--- src/rtl/rob_gen2.sv ---
// rob_gen2: parametrised reorder buffer with in-order single commit,
// dual writeback, operand query with writeback bypass, LSB store
// handshake and single-cycle mispredict flush.
module rob_gen2 #(
  parameter int ROB_DEPTH = 16,
  parameter int IDX_W     = 4,
  parameter int DATA_W    = 32,
  parameter int ADDR_W    = 32,
  parameter int REG_W     = 5
) (
  input  logic              clk,
  input  logic              rst_in,
  input  logic              rdy_in,
  input  logic              alloc_en,
  input  logic [1:0]        alloc_op,
  input  logic              alloc_ready,
  input  logic [REG_W-1:0]  alloc_dest,
  input  logic [DATA_W-1:0] alloc_val,
  input  logic              alloc_pred_jump,
  input  logic [ADDR_W-1:0] alloc_pc,
  input  logic [ADDR_W-1:0] alloc_alt_pc,
  output logic [IDX_W-1:0]  alloc_idx,
  output logic              rob_full,
  output logic              rob_empty,
  output logic [IDX_W:0]    rob_count,
  input  logic              wb0_en,
  input  logic [IDX_W-1:0]  wb0_idx,
  input  logic [DATA_W-1:0] wb0_val,
  input  logic              wb1_en,
  input  logic [IDX_W-1:0]  wb1_idx,
  input  logic [DATA_W-1:0] wb1_val,
  input  logic [IDX_W-1:0]  query_idx,
  output logic              query_ready,
  output logic [DATA_W-1:0] query_val,
  output logic              rf_commit_en,
  output logic [IDX_W-1:0]  rf_commit_idx,
  output logic [REG_W-1:0]  rf_commit_dest,
  output logic [DATA_W-1:0] rf_commit_val,
  output logic              st_commit_req,
  output logic [IDX_W-1:0]  st_commit_idx,
  input  logic              st_commit_ack,
  output logic              bp_update_en,
  output logic [ADDR_W-1:0] bp_update_pc,
  output logic              bp_taken,
  output logic              roll_back,
  output logic [ADDR_W-1:0] corr_pc
);

  localparam logic [1:0] OP_REG   = 2'd0;
  localparam logic [1:0] OP_BR    = 2'd1;
  localparam logic [1:0] OP_STORE = 2'd2;
  localparam logic [1:0] OP_LOAD  = 2'd3;

  localparam logic [IDX_W:0]   FULL_COUNT = (IDX_W + 1)'(ROB_DEPTH);
  localparam logic [IDX_W-1:0] IDX_ONE    = {{(IDX_W - 1){1'b0}}, 1'b1};

  // Per-entry control bits (reset) and payload (never reset, gated by busy/ready)
  logic [ROB_DEPTH-1:0] r_busy;
  logic [ROB_DEPTH-1:0] r_ready;
  logic [ROB_DEPTH-1:0] r_predJump;
  logic [1:0]           r_op    [ROB_DEPTH];
  logic [REG_W-1:0]     r_dest  [ROB_DEPTH];
  logic [DATA_W-1:0]    r_val   [ROB_DEPTH];
  logic [ADDR_W-1:0]    r_pc    [ROB_DEPTH];
  logic [ADDR_W-1:0]    r_altPc [ROB_DEPTH];

  logic [IDX_W-1:0] r_front;
  logic [IDX_W-1:0] r_rear;
  logic [IDX_W:0]   r_count;

  // Registered commit-side outputs
  logic              r_rfCommitEn;
  logic [IDX_W-1:0]  r_rfCommitIdx;
  logic [REG_W-1:0]  r_rfCommitDest;
  logic [DATA_W-1:0] r_rfCommitVal;
  logic              r_bpUpdateEn;
  logic [ADDR_W-1:0] r_bpUpdatePc;
  logic              r_bpTaken;
  logic              r_rollBack;
  logic [ADDR_W-1:0] r_corrPc;

  logic              w_full;
  logic [1:0]        w_headOp;
  logic [DATA_W-1:0] w_headVal;
  logic              w_headReady;
  logic              w_regCommit;
  logic              w_brCommit;
  logic              w_stReq;
  logic              w_mispredict;
  logic              w_pop;
  logic              w_allocFire;
  logic              w_wb0Hit;
  logic              w_wb1Hit;
  logic              w_qHit0;
  logic              w_qHit1;

  // Head-of-buffer commit decisions; nothing commits during the flush cycle
  always_comb begin
    w_full       = (r_count == FULL_COUNT);
    w_headOp     = r_op[r_front];
    w_headVal    = r_val[r_front];
    w_headReady  = (r_count != '0) && r_busy[r_front] && r_ready[r_front] && !r_rollBack;
    w_regCommit  = w_headReady && ((w_headOp == OP_REG) || (w_headOp == OP_LOAD));
    w_brCommit   = w_headReady && (w_headOp == OP_BR);
    w_stReq      = w_headReady && (w_headOp == OP_STORE);
    w_mispredict = w_brCommit && (w_headVal[0] != r_predJump[r_front]);
    w_pop        = w_regCommit || w_brCommit || (w_stReq && st_commit_ack);
    w_allocFire  = alloc_en && !w_full && !r_rollBack;
    w_wb0Hit     = wb0_en && r_busy[wb0_idx] && !r_rollBack;
    w_wb1Hit     = wb1_en && r_busy[wb1_idx] && !r_rollBack;
  end

  // Operand lookup: same-cycle writebacks bypass the stored value, wb1 first
  always_comb begin
    w_qHit0     = wb0_en && (wb0_idx == query_idx);
    w_qHit1     = wb1_en && (wb1_idx == query_idx);
    query_ready = r_ready[query_idx] || w_qHit0 || w_qHit1;
    if (w_qHit1) begin
      query_val = wb1_val;
    end else if (w_qHit0) begin
      query_val = wb0_val;
    end else if (r_ready[query_idx]) begin
      query_val = r_val[query_idx];
    end else begin
      query_val = '0;
    end
  end

  // Pointers, occupancy, busy/ready bits and commit pulses; a mispredict empties the buffer
  always_ff @(posedge clk) begin
    if (rst_in) begin
      r_front        <= '0;
      r_rear         <= '0;
      r_count        <= '0;
      r_busy         <= '0;
      r_ready        <= '0;
      r_rfCommitEn   <= 1'b0;
      r_rfCommitIdx  <= '0;
      r_rfCommitDest <= '0;
      r_rfCommitVal  <= '0;
      r_bpUpdateEn   <= 1'b0;
      r_bpUpdatePc   <= '0;
      r_bpTaken      <= 1'b0;
      r_rollBack     <= 1'b0;
      r_corrPc       <= '0;
    end else if (rdy_in) begin
      r_rfCommitEn <= 1'b0;
      r_bpUpdateEn <= 1'b0;
      r_rollBack   <= 1'b0;
      if (w_regCommit) begin
        r_rfCommitEn   <= 1'b1;
        r_rfCommitIdx  <= r_front;
        r_rfCommitDest <= r_dest[r_front];
        r_rfCommitVal  <= w_headVal;
      end
      if (w_brCommit) begin
        r_bpUpdateEn <= 1'b1;
        r_bpUpdatePc <= r_pc[r_front];
        r_bpTaken    <= w_headVal[0];
      end
      if (w_mispredict) begin
        r_rollBack <= 1'b1;
        r_corrPc   <= r_altPc[r_front];
        r_front    <= '0;
        r_rear     <= '0;
        r_count    <= '0;
        r_busy     <= '0;
        r_ready    <= '0;
      end else begin
        if (w_wb0Hit) begin
          r_ready[wb0_idx] <= 1'b1;
        end
        if (w_wb1Hit) begin
          r_ready[wb1_idx] <= 1'b1;
        end
        if (w_pop) begin
          r_busy[r_front]  <= 1'b0;
          r_ready[r_front] <= 1'b0;
          r_front          <= r_front + IDX_ONE;
        end
        if (w_allocFire) begin
          r_busy[r_rear]  <= 1'b1;
          r_ready[r_rear] <= alloc_ready;
          r_rear          <= r_rear + IDX_ONE;
        end
        r_count <= r_count + {{IDX_W{1'b0}}, w_allocFire} - {{IDX_W{1'b0}}, w_pop};
      end
    end
  end

  // Entry payload: writeback values (wb1 after wb0 so it wins), then allocation overrides
  always_ff @(posedge clk) begin
    if (!rst_in && rdy_in) begin
      if (w_wb0Hit) begin
        r_val[wb0_idx] <= wb0_val;
      end
      if (w_wb1Hit) begin
        r_val[wb1_idx] <= wb1_val;
      end
      if (w_allocFire) begin
        r_op[r_rear]       <= alloc_op;
        r_dest[r_rear]     <= alloc_dest;
        r_val[r_rear]      <= alloc_val;
        r_predJump[r_rear] <= alloc_pred_jump;
        r_pc[r_rear]       <= alloc_pc;
        r_altPc[r_rear]    <= alloc_alt_pc;
      end
    end
  end

  assign alloc_idx      = r_rear;
  assign rob_full       = w_full;
  assign rob_empty      = (r_count == '0);
  assign rob_count      = r_count;
  assign st_commit_req  = w_stReq;
  assign st_commit_idx  = r_front;
  assign rf_commit_en   = r_rfCommitEn;
  assign rf_commit_idx  = r_rfCommitIdx;
  assign rf_commit_dest = r_rfCommitDest;
  assign rf_commit_val  = r_rfCommitVal;
  assign bp_update_en   = r_bpUpdateEn;
  assign bp_update_pc   = r_bpUpdatePc;
  assign bp_taken       = r_bpTaken;
  assign roll_back      = r_rollBack;
  assign corr_pc        = r_corrPc;

endmodule

--- config.mk ---
export PLATFORM = sky130hd
export DESIGN_NAME = rob_gen2
export DESIGN_NICKNAME = d
export VERILOG_FILES = /design/src/rtl/rob_gen2.sv
export SDC_FILE = /design/constraint.sdc
export NUM_CORES = 2
export LEC_CHECK = 0
export CORE_MARGIN = 2
export CORE_UTILIZATION = 50
export CTS_CLUSTER_DIAMETER = 80
export CTS_CLUSTER_SIZE = 14
export DETAILED_ROUTE_END_ITERATION = 10
export PLACE_DENSITY = 0.75
export SYNTH_ARGS = -nofsm -noshare
export SYNTH_HDL_FRONTEND = slang
export SYNTH_SLANG_ARGS = --single-unit
--- constraint.sdc ---
create_clock -name clk -period 4.6 [get_ports clk]
set_input_delay 0.92 -clock clk [delete_from_list [all_inputs] [get_ports clk]]
set_output_delay 0.92 -clock clk [all_outputs]
set_load 0.03 [all_outputs]
Word level (Yosys, flattened, before mapping)
Memories as Yosys holds them, arrays and structs flattened. A register that Yosys moved wholly into a read port is not among the register bits.
Index checks and enable logic that the tools add are counted.
{"block": "totals", "register_bits": 101, "latchBits": 0, "mem_bits_rw": 1648, "output_inout_bits": 158, "inputBits": 188, "elab_cells": 149, "mem_bits_ro": 0, "memories": 5}
{"block": "classes", "n_lt_le_gt_ge": 9, "n_addsub": 4, "n_mul": 0, "muxes": 66, "n_eq_ne": 7, "div_mod_pow": 0, "reduce_logical": 40, "n_bitwise": 6, "shifts": 0}
{"memory": "r_altPc", "depth": 16, "width": 32, "rd": 1, "rd_clocked_by_memory_dff": 1, "write_ports": 1, "line": "65", "rtl": "logic [ADDR_W-1:0] r_altPc [ROB_DEPTH];"}
{"memory": "r_pc", "depth": 16, "width": 32, "rd": 1, "rd_clocked_by_memory_dff": 1, "write_ports": 1, "line": "64", "rtl": "logic [ADDR_W-1:0] r_pc [ROB_DEPTH];"}
{"memory": "r_val", "depth": 16, "width": 32, "rd": 2, "rd_clocked_by_memory_dff": 1, "write_ports": 3, "line": "63", "rtl": "logic [DATA_W-1:0] r_val [ROB_DEPTH];"}
{"memory": "r_dest", "depth": 16, "width": 5, "rd": 1, "rd_clocked_by_memory_dff": 1, "write_ports": 1, "line": "62", "rtl": "logic [REG_W-1:0] r_dest [ROB_DEPTH];"}
{"memory": "r_op", "depth": 16, "width": 2, "rd": 1, "rd_clocked_by_memory_dff": 1, "write_ports": 1, "line": "61", "rtl": "logic [1:0] r_op [ROB_DEPTH];"}
{"op": "16-bit 2-to-1 mux", "count": 20}
{"op": "32-bit 2-to-1 mux", "count": 3}
{"op": "16-bit bitwise OR", "count": 3}
{"op": "16-bit AND", "count": 2}
{"op": "16-bit bitwise mux", "count": 2}
{"op": "4-bit 2-to-1 mux", "count": 8}
{"op": "4-bit by 5-bit < comparator with 1-bit output, second input constant", "count": 5}
{"op": "1-bit binary-select mux with 4-bit select", "count": 6}
{"op": "1-bit 2-to-1 mux", "count": 22}
{"op": "1-bit logical AND", "count": 21}
{"op": "1-bit demux with 4-bit select", "count": 4}
{"op": "4-bit by 1-bit >= comparator with 1-bit output, second input constant", "count": 4}
{"op": "16-bit NOT", "count": 1}
{"op": "2-bit AND reduction", "count": 6}
{"op": "4-bit by 1-bit adder with 4-bit output, second input constant", "count": 2}
{"op": "4-bit == test", "count": 2}
{"op": "5-bit by 1-bit adder with 5-bit output", "count": 1}
{"op": "5-bit == test, second input constant", "count": 1}
{"op": "5-bit logical NOT", "count": 1}
{"op": "1-bit logical OR", "count": 5}
{"op": "5-bit 2-to-1 mux", "count": 1}
{"op": "5-bit nonzero test", "count": 1}
{"op": "5-bit by 1-bit subtractor with 5-bit output", "count": 1}
{"op": "2-bit == test, second input constant", "count": 2}
{"op": "other kinds (5)", "count": 8}

Logic depth before layout (Yosys ltp)
{"block": "logic_depth", "ltp_word": 23, "mapped_depth": 22, "mapped_depth_nobuf": 18}

Worst setup path after synthesis
OpenSTA, ideal clock, no wires.
{"block": "synth_timing", "path_type": "flip-flop to flip-flop", "startpoint": "reg with a tool-made name", "endpoint": "reg r_count[4] (netlist: rob_count[4])", "setup_time_ns": 0.078, "synth_period_minus_slack_ns": 4.959, "t_required_ns": 4.522, "slack_ns": -0.359, "t_arrival_ns": 4.882, "path_stages_with_launch": 22, "path_cell_list": "dfxtp_1 -> clkbuf_1 -> clkbuf_1 -> buf_2 -> mux4_2 -> mux4_2 -> ha_1 -> a211oi_1 -> nor4_2 -> clkbuf_1 -> ha_1 -> inv_1 -> ha_1 -> inv_1 -> fa_1 -> inv_1 -> a21oi_1 -> o21bai_1 -> xnor2_1 -> nand2_1 -> xor2_1 -> nor3_1"}
{"item": "end signal: assignment", "line": "186", "rtl": "r_count <= r_count + {{IDX_W{1'b0}}, w_allocFire} - {{IDX_W{1'b0}}, w_pop};"}
{"item": "end: declaration", "line": "69", "rtl": "logic [IDX_W:0] r_count;"}

Final worst setup path
{"block": "layout_timing", "startpoint": "in query_idx[0]", "endpoint": "out query_val[4]"}
{"block": "layout_between", "elab_chain_len": 5, "word_cells_on_any_way": 10, "cone_classes": "2 x eq/ne; 5 x mux; 2 x reduce/logical; 1 x memory"}
{"item": "start: declaration", "line": "32", "rtl": "input logic [IDX_W-1:0] query_idx,"}
{"item": "1-bit binary-select mux with 4-bit select", "line": "122", "rtl": "end else if (r_ready[query_idx]) begin"}
{"item": "1-bit 2-to-1 mux (not written as such)", "line": "122"}
{"item": "32-bit 2-to-1 mux", "line": "122"}
{"item": "32-bit 2-to-1 mux", "line": "120", "rtl": "end else if (w_qHit0) begin"}
{"item": "32-bit 2-to-1 mux (*)", "line": "118", "rtl": "if (w_qHit1) begin"}
{"item": "end: declaration", "line": "34", "rtl": "output logic [DATA_W-1:0] query_val,"}
Mark *: on every way between the ends. The rest lies on a longest branch, timed or not. The select of a mux whose other input is x is not followed.

==> reports/qor.json <==
{
  "power": {
    "combPwrFrac_pct": 5.5,
    "power_mw": 32.99,
    "sequentialPowerShare_pct": 55.1,
    "net_switching_mw": 7.333,
    "power_per_cell_area_mw_per_mm2": 340.7,
    "power_switching_share_pct": 22.23,
    "cellLeakagePower_nw": 33.77,
    "worst_ir_drop_vdd_v": 0.0003853,
    "cell_internal_pwr_mw": 25.65,
    "clock_power_share_pct": 39.5
  },
  "grt": {
    "grt_util_met1_pct": 38.39,
    "global_route.usage.met3_pct": 6.319,
    "grt_usage_pct": 29.79,
    "grt-ovfl-total": 0,
    "pin_count_of_the_biggest_net_entering_global_routing": 137,
    "grt.busiest_layer": "met2",
    "number_of_global_route_vias_before_repair": 53590,
    "grt_use_met2_pct": 47.83,
    "grt_antenna_before_repair": 38,
    "grt_pass1_wl_mm": 376.1
  },
  "setup_path": {
    "cp_max_fo": 33,
    "max_stage_delay_ps": 560,
    "timing.reg2reg.setup_slack_ps": 540,
    "crit_path_start_kind": "input pin",
    "cell_count_of_the_worst_reg_to_reg_path": 18,
    "list_of_cells_traversed_by_the_critical_path": "buf_8 -> mux4_2 -> mux4_2 -> buf_4 -> nand2_1 -> nor2_1 -> a21oi_1 -> o21ai_0 -> buf_4 -> buf_4",
    "setup.worst_path.end_class": "output pin",
    "critPathMostFrequentCell": "sky130_fd_sc_hd__buf_4",
    "critPathKind": "in2out",
    "critical_path_required_ps": 3680,
    "crit_arrival_ps": 3450,
    "slowest_stage": "sky130_fd_sc_hd__mux4_2"
  },
  "final_layout": {
    "layout_commonest_cell": "sky130_fd_sc_hd__edfxtp_1",
    "final_net_count": 5856,
    "mostFrequentLayoutCells": "sky130_fd_sc_hd__edfxtp_1, sky130_fd_sc_hd__mux4_2, sky130_fd_sc_hd__a21oi_1",
    "post_route_cells_drive_above_1_share_pct": 20.85,
    "post_route_cell_area_mm2": 0.09683,
    "area_growth_syn_to_layout_pct": 13.30,
    "finish.cell_count_without_fillers": 8020,
    "filler_cell_count": 12660,
    "multiInputGateArea_mm2": 0.03002,
    "final-seq-area_mm2": 0.05316
  },
  "status": {
    "run_status": "finished clean"
  },
  "place": {
    "place.detailed.instances": 7712,
    "routabilityCongestion": 0.9190,
    "place_area_mm2": 0.09191,
    "hpwlAfterDp_mm": 148.9,
    "io_buffers": 345
  },
  "synth": {
    "proportion_of_register_bits_with_asynchronous_set_or_reset_after_synthesis_pct": 0,
    "ys_seq_elements": 1822,
    "yosys_warnings": 0,
    "synth_sequential_area_ratio_pct": 62.17,
    "synth_fp_nets": 5737,
    "ys.flop_type": "sky130_fd_sc_hd__edfxtp_1",
    "synth_cells": 5532,
    "synth_enable_flop_cells": 1664,
    "syn_avg_cell_area_um2": 15.45,
    "netlist-cell-type-count": 55,
    "post_synth_instance_area_mm2": 0.08546
  },
  "floorplanning": {
    "floorplan.initialDensity_pct": 50.37,
    "io_pins": 346,
    "die-area_mm2": 0.1743,
    "die_y_um": 417.4,
    "num_rows": 151,
    "dieWidth_um": 417.4,
    "core_region_area_mm2": 0.1697
  },
  "route": {
    "via_count": 53960,
    "first_pass_iters": 6,
    "drt-initial-drc-count": 8219,
    "route.detailed.wl_per_inst_um": 32.65,
    "avgViaCountPerCell": 6.729,
    "drt_drc_violations_left": 0,
    "postRouteWirelength_mm": 261.8,
    "drt.antenna.violating_nets": 0
  },
  "timing": {
    "achievable-frequency_ghz": 0.2291,
    "grt_setup_unrepaired": "false",
    "final_hold_viol_count": 0,
    "setup_viol": 0,
    "final_min_period_over_clock_period_pct": 94.91,
    "worst_pin_slew_ps": 1122,
    "finalMaxSlewViolations": 0,
    "timing.slew.headroom_pct": 24.94,
    "crit_path_time_final_ps": 4366,
    "totalNegativeSetupSlack_ps": 0,
    "hold_slack_ps": 455.9,
    "clock-skew-final_ps": 47.80
  },
  "clock_network": {
    "hold_buf_count_cts": 0,
    "clock_tree_from_tritoncts": "yes",
    "clock_tree.htree_level_count": 4,
    "clockRootBuffer": "sky130_fd_sc_hd__clkbuf_16",
    "cts-buffers-inserted": 155,
    "insertion_delay_ps": 840,
    "clockBufferDepth": 3,
    "clock_transition_at_the_registers_of_the_reported_paths_ps": 70,
    "clock_sink_count": 1822
  },
  "min_path": {
    "hold_depth": 2,
    "worstHoldPathType": "reg2reg"
  },
  "flow_run": {
    "max_cap_violations": 0
  }
}
[metrics by stage]
stage | worst slack, ps | utilization [%]
3_5_place_dp | 321.8 | 54.17
4_1_cts | 13.84 | 57.03
5_1_grt | 28.94 | 57.07
3_3_place_gp | 322.7 | 54.17
6_report | 234.3 | 57.07
2_1_floorplan | 29.89 | -
[state kept, by name, summed over array words and instances (netlist names), 4 cells and up, named ones only]
signal	cells
r_busy	16
bp_update_pc	32
corr_pc	32
r_ready	16
r_dest	80
rf_commit_val	32
r_pc	512
alloc_idx	4
rf_commit_dest	5
st_commit_idx	4
r_val	512
r_predJump	16
r_op	32
rf_commit_idx	4
r_altPc	512
rob_count	5
[area by class of cell]
type / count / area share (%)
antenna: 27 / 0.06978
clock buffer: 252 / 4.490
clock inverter: 29 / 0.5207
inverter: 32 / 0.1654
multi-input combinational: 3087 / 31.00
sequential: 1822 / 54.90
tap: 2218 / 2.866
timing repair buffer: 553 / 5.988
[power by group through the flow]
| stage | clock (mW) | sequential, mW | combinational, mW |
|---|---|---|---|
| 4_1_cts | 13.1 | 18.2 | 1.78 |
| 3_5_place_dp | 0 | 18.5 | 1.77 |
| 2_1_floorplan | 0 | 18.5 | 1.03 |
| 6_report | 13.0 | 18.2 | 1.81 |
| 3_3_place_gp | 0 | 18.5 | 1.73 |
| 5_1_grt | 13.7 | 18.2 | 1.91 |
[critical path, delay by kind of cell]
| kind | cells | cell delay (ps) |
|---|---|---|
| AND/OR/NAND/NOR | 2 | 170 |
| AO/OA/AOI/OAI | 2 | 290 |
| buffers and inverters | 4 | 970 |
| multiplexers | 2 | 1020 |
[Yosys cell counts (7+ instances only)]
| master | count | area, um^2 |
|---|---|---|
| sky130_fd_sc_hd__a31oi_1 | 19 | 118.9 |
| sky130_fd_sc_hd__nor3_1 | 20 | 100.1 |
| sky130_fd_sc_hd__nand3_1 | 22 | 110.1 |
| sky130_fd_sc_hd__buf_1 | 139 | 521.8 |
| sky130_fd_sc_hd__a2bb2oi_1 | 9 | 78.83 |
| sky130_fd_sc_hd__a21oi_1 | 629 | 3148 |
| sky130_fd_sc_hd__o41ai_1 | 15 | 131.4 |
| sky130_fd_sc_hd__nor2b_1 | 13 | 81.33 |
| sky130_fd_sc_hd__nand2_1 | 278 | 1044 |
| sky130_fd_sc_hd__xor2_1 | 11 | 96.34 |
| sky130_fd_sc_hd__inv_1 | 32 | 120.1 |
| sky130_fd_sc_hd__nand2b_1 | 15 | 93.84 |
| sky130_fd_sc_hd__o211ai_1 | 16 | 120.1 |
| sky130_fd_sc_hd__nor3b_1 | 18 | 135.1 |
| sky130_fd_sc_hd__buf_2 | 77 | 385.4 |
| sky130_fd_sc_hd__mux4_2 | 693 | 15610 |
| sky130_fd_sc_hd__clkbuf_1 | 373 | 1400 |
| sky130_fd_sc_hd__edfxtp_1 | 1664 | 49970 |
| sky130_fd_sc_hd__nor2_1 | 620 | 2327 |
| sky130_fd_sc_hd__mux2i_1 | 555 | 5555 |
| sky130_fd_sc_hd__a221oi_1 | 15 | 131.4 |
| sky130_fd_sc_hd__o21ai_0 | 60 | 300.3 |
| sky130_fd_sc_hd__ha_1 | 16 | 200.2 |
| sky130_fd_sc_hd__dfxtp_1 | 158 | 3163 |
| sky130_fd_sc_hd__and2_1 | 7 | 43.79 |
[routing by layer]
layer  vias to the layer above  wire length, um
met2                      3892           126700
met1                     27430            91670
met3                       774            28840
li1                      21860                -
met5                         -               98
met4                        16            14490
[cell families after synthesis]
kind of cell	synth area share [%]
compound gates	4.918
xor+xnor	0.1640
fa+ha+maj	0.2577
buf+inv	2.862
flops	62.17
mux	24.81
simple gates	4.817
[path summary, 6_finish.rpt]
path | startpoint | end
max | query_idx[0] | query_val[4]
min | rf_commit_val[15]$_SDFFE_PP0P_ | rf_commit_val[15]$_SDFFE_PP0P_
max reg2reg | flop | rob_count[4]$_SDFFE_PP0P_
min reg2reg | rf_commit_val[15]$_SDFFE_PP0P_ | rf_commit_val[15]$_SDFFE_PP0P_
[what timing repair did]
action                                  4_1_cts  5_1_grt
endpoints found under the setup margin        1        1
buffers inserted                              0        0
pin swaps                                     0        0
hold endpoints to repair                      0        0
resized for setup                             1        1
(Power assumes the default switching activity.)
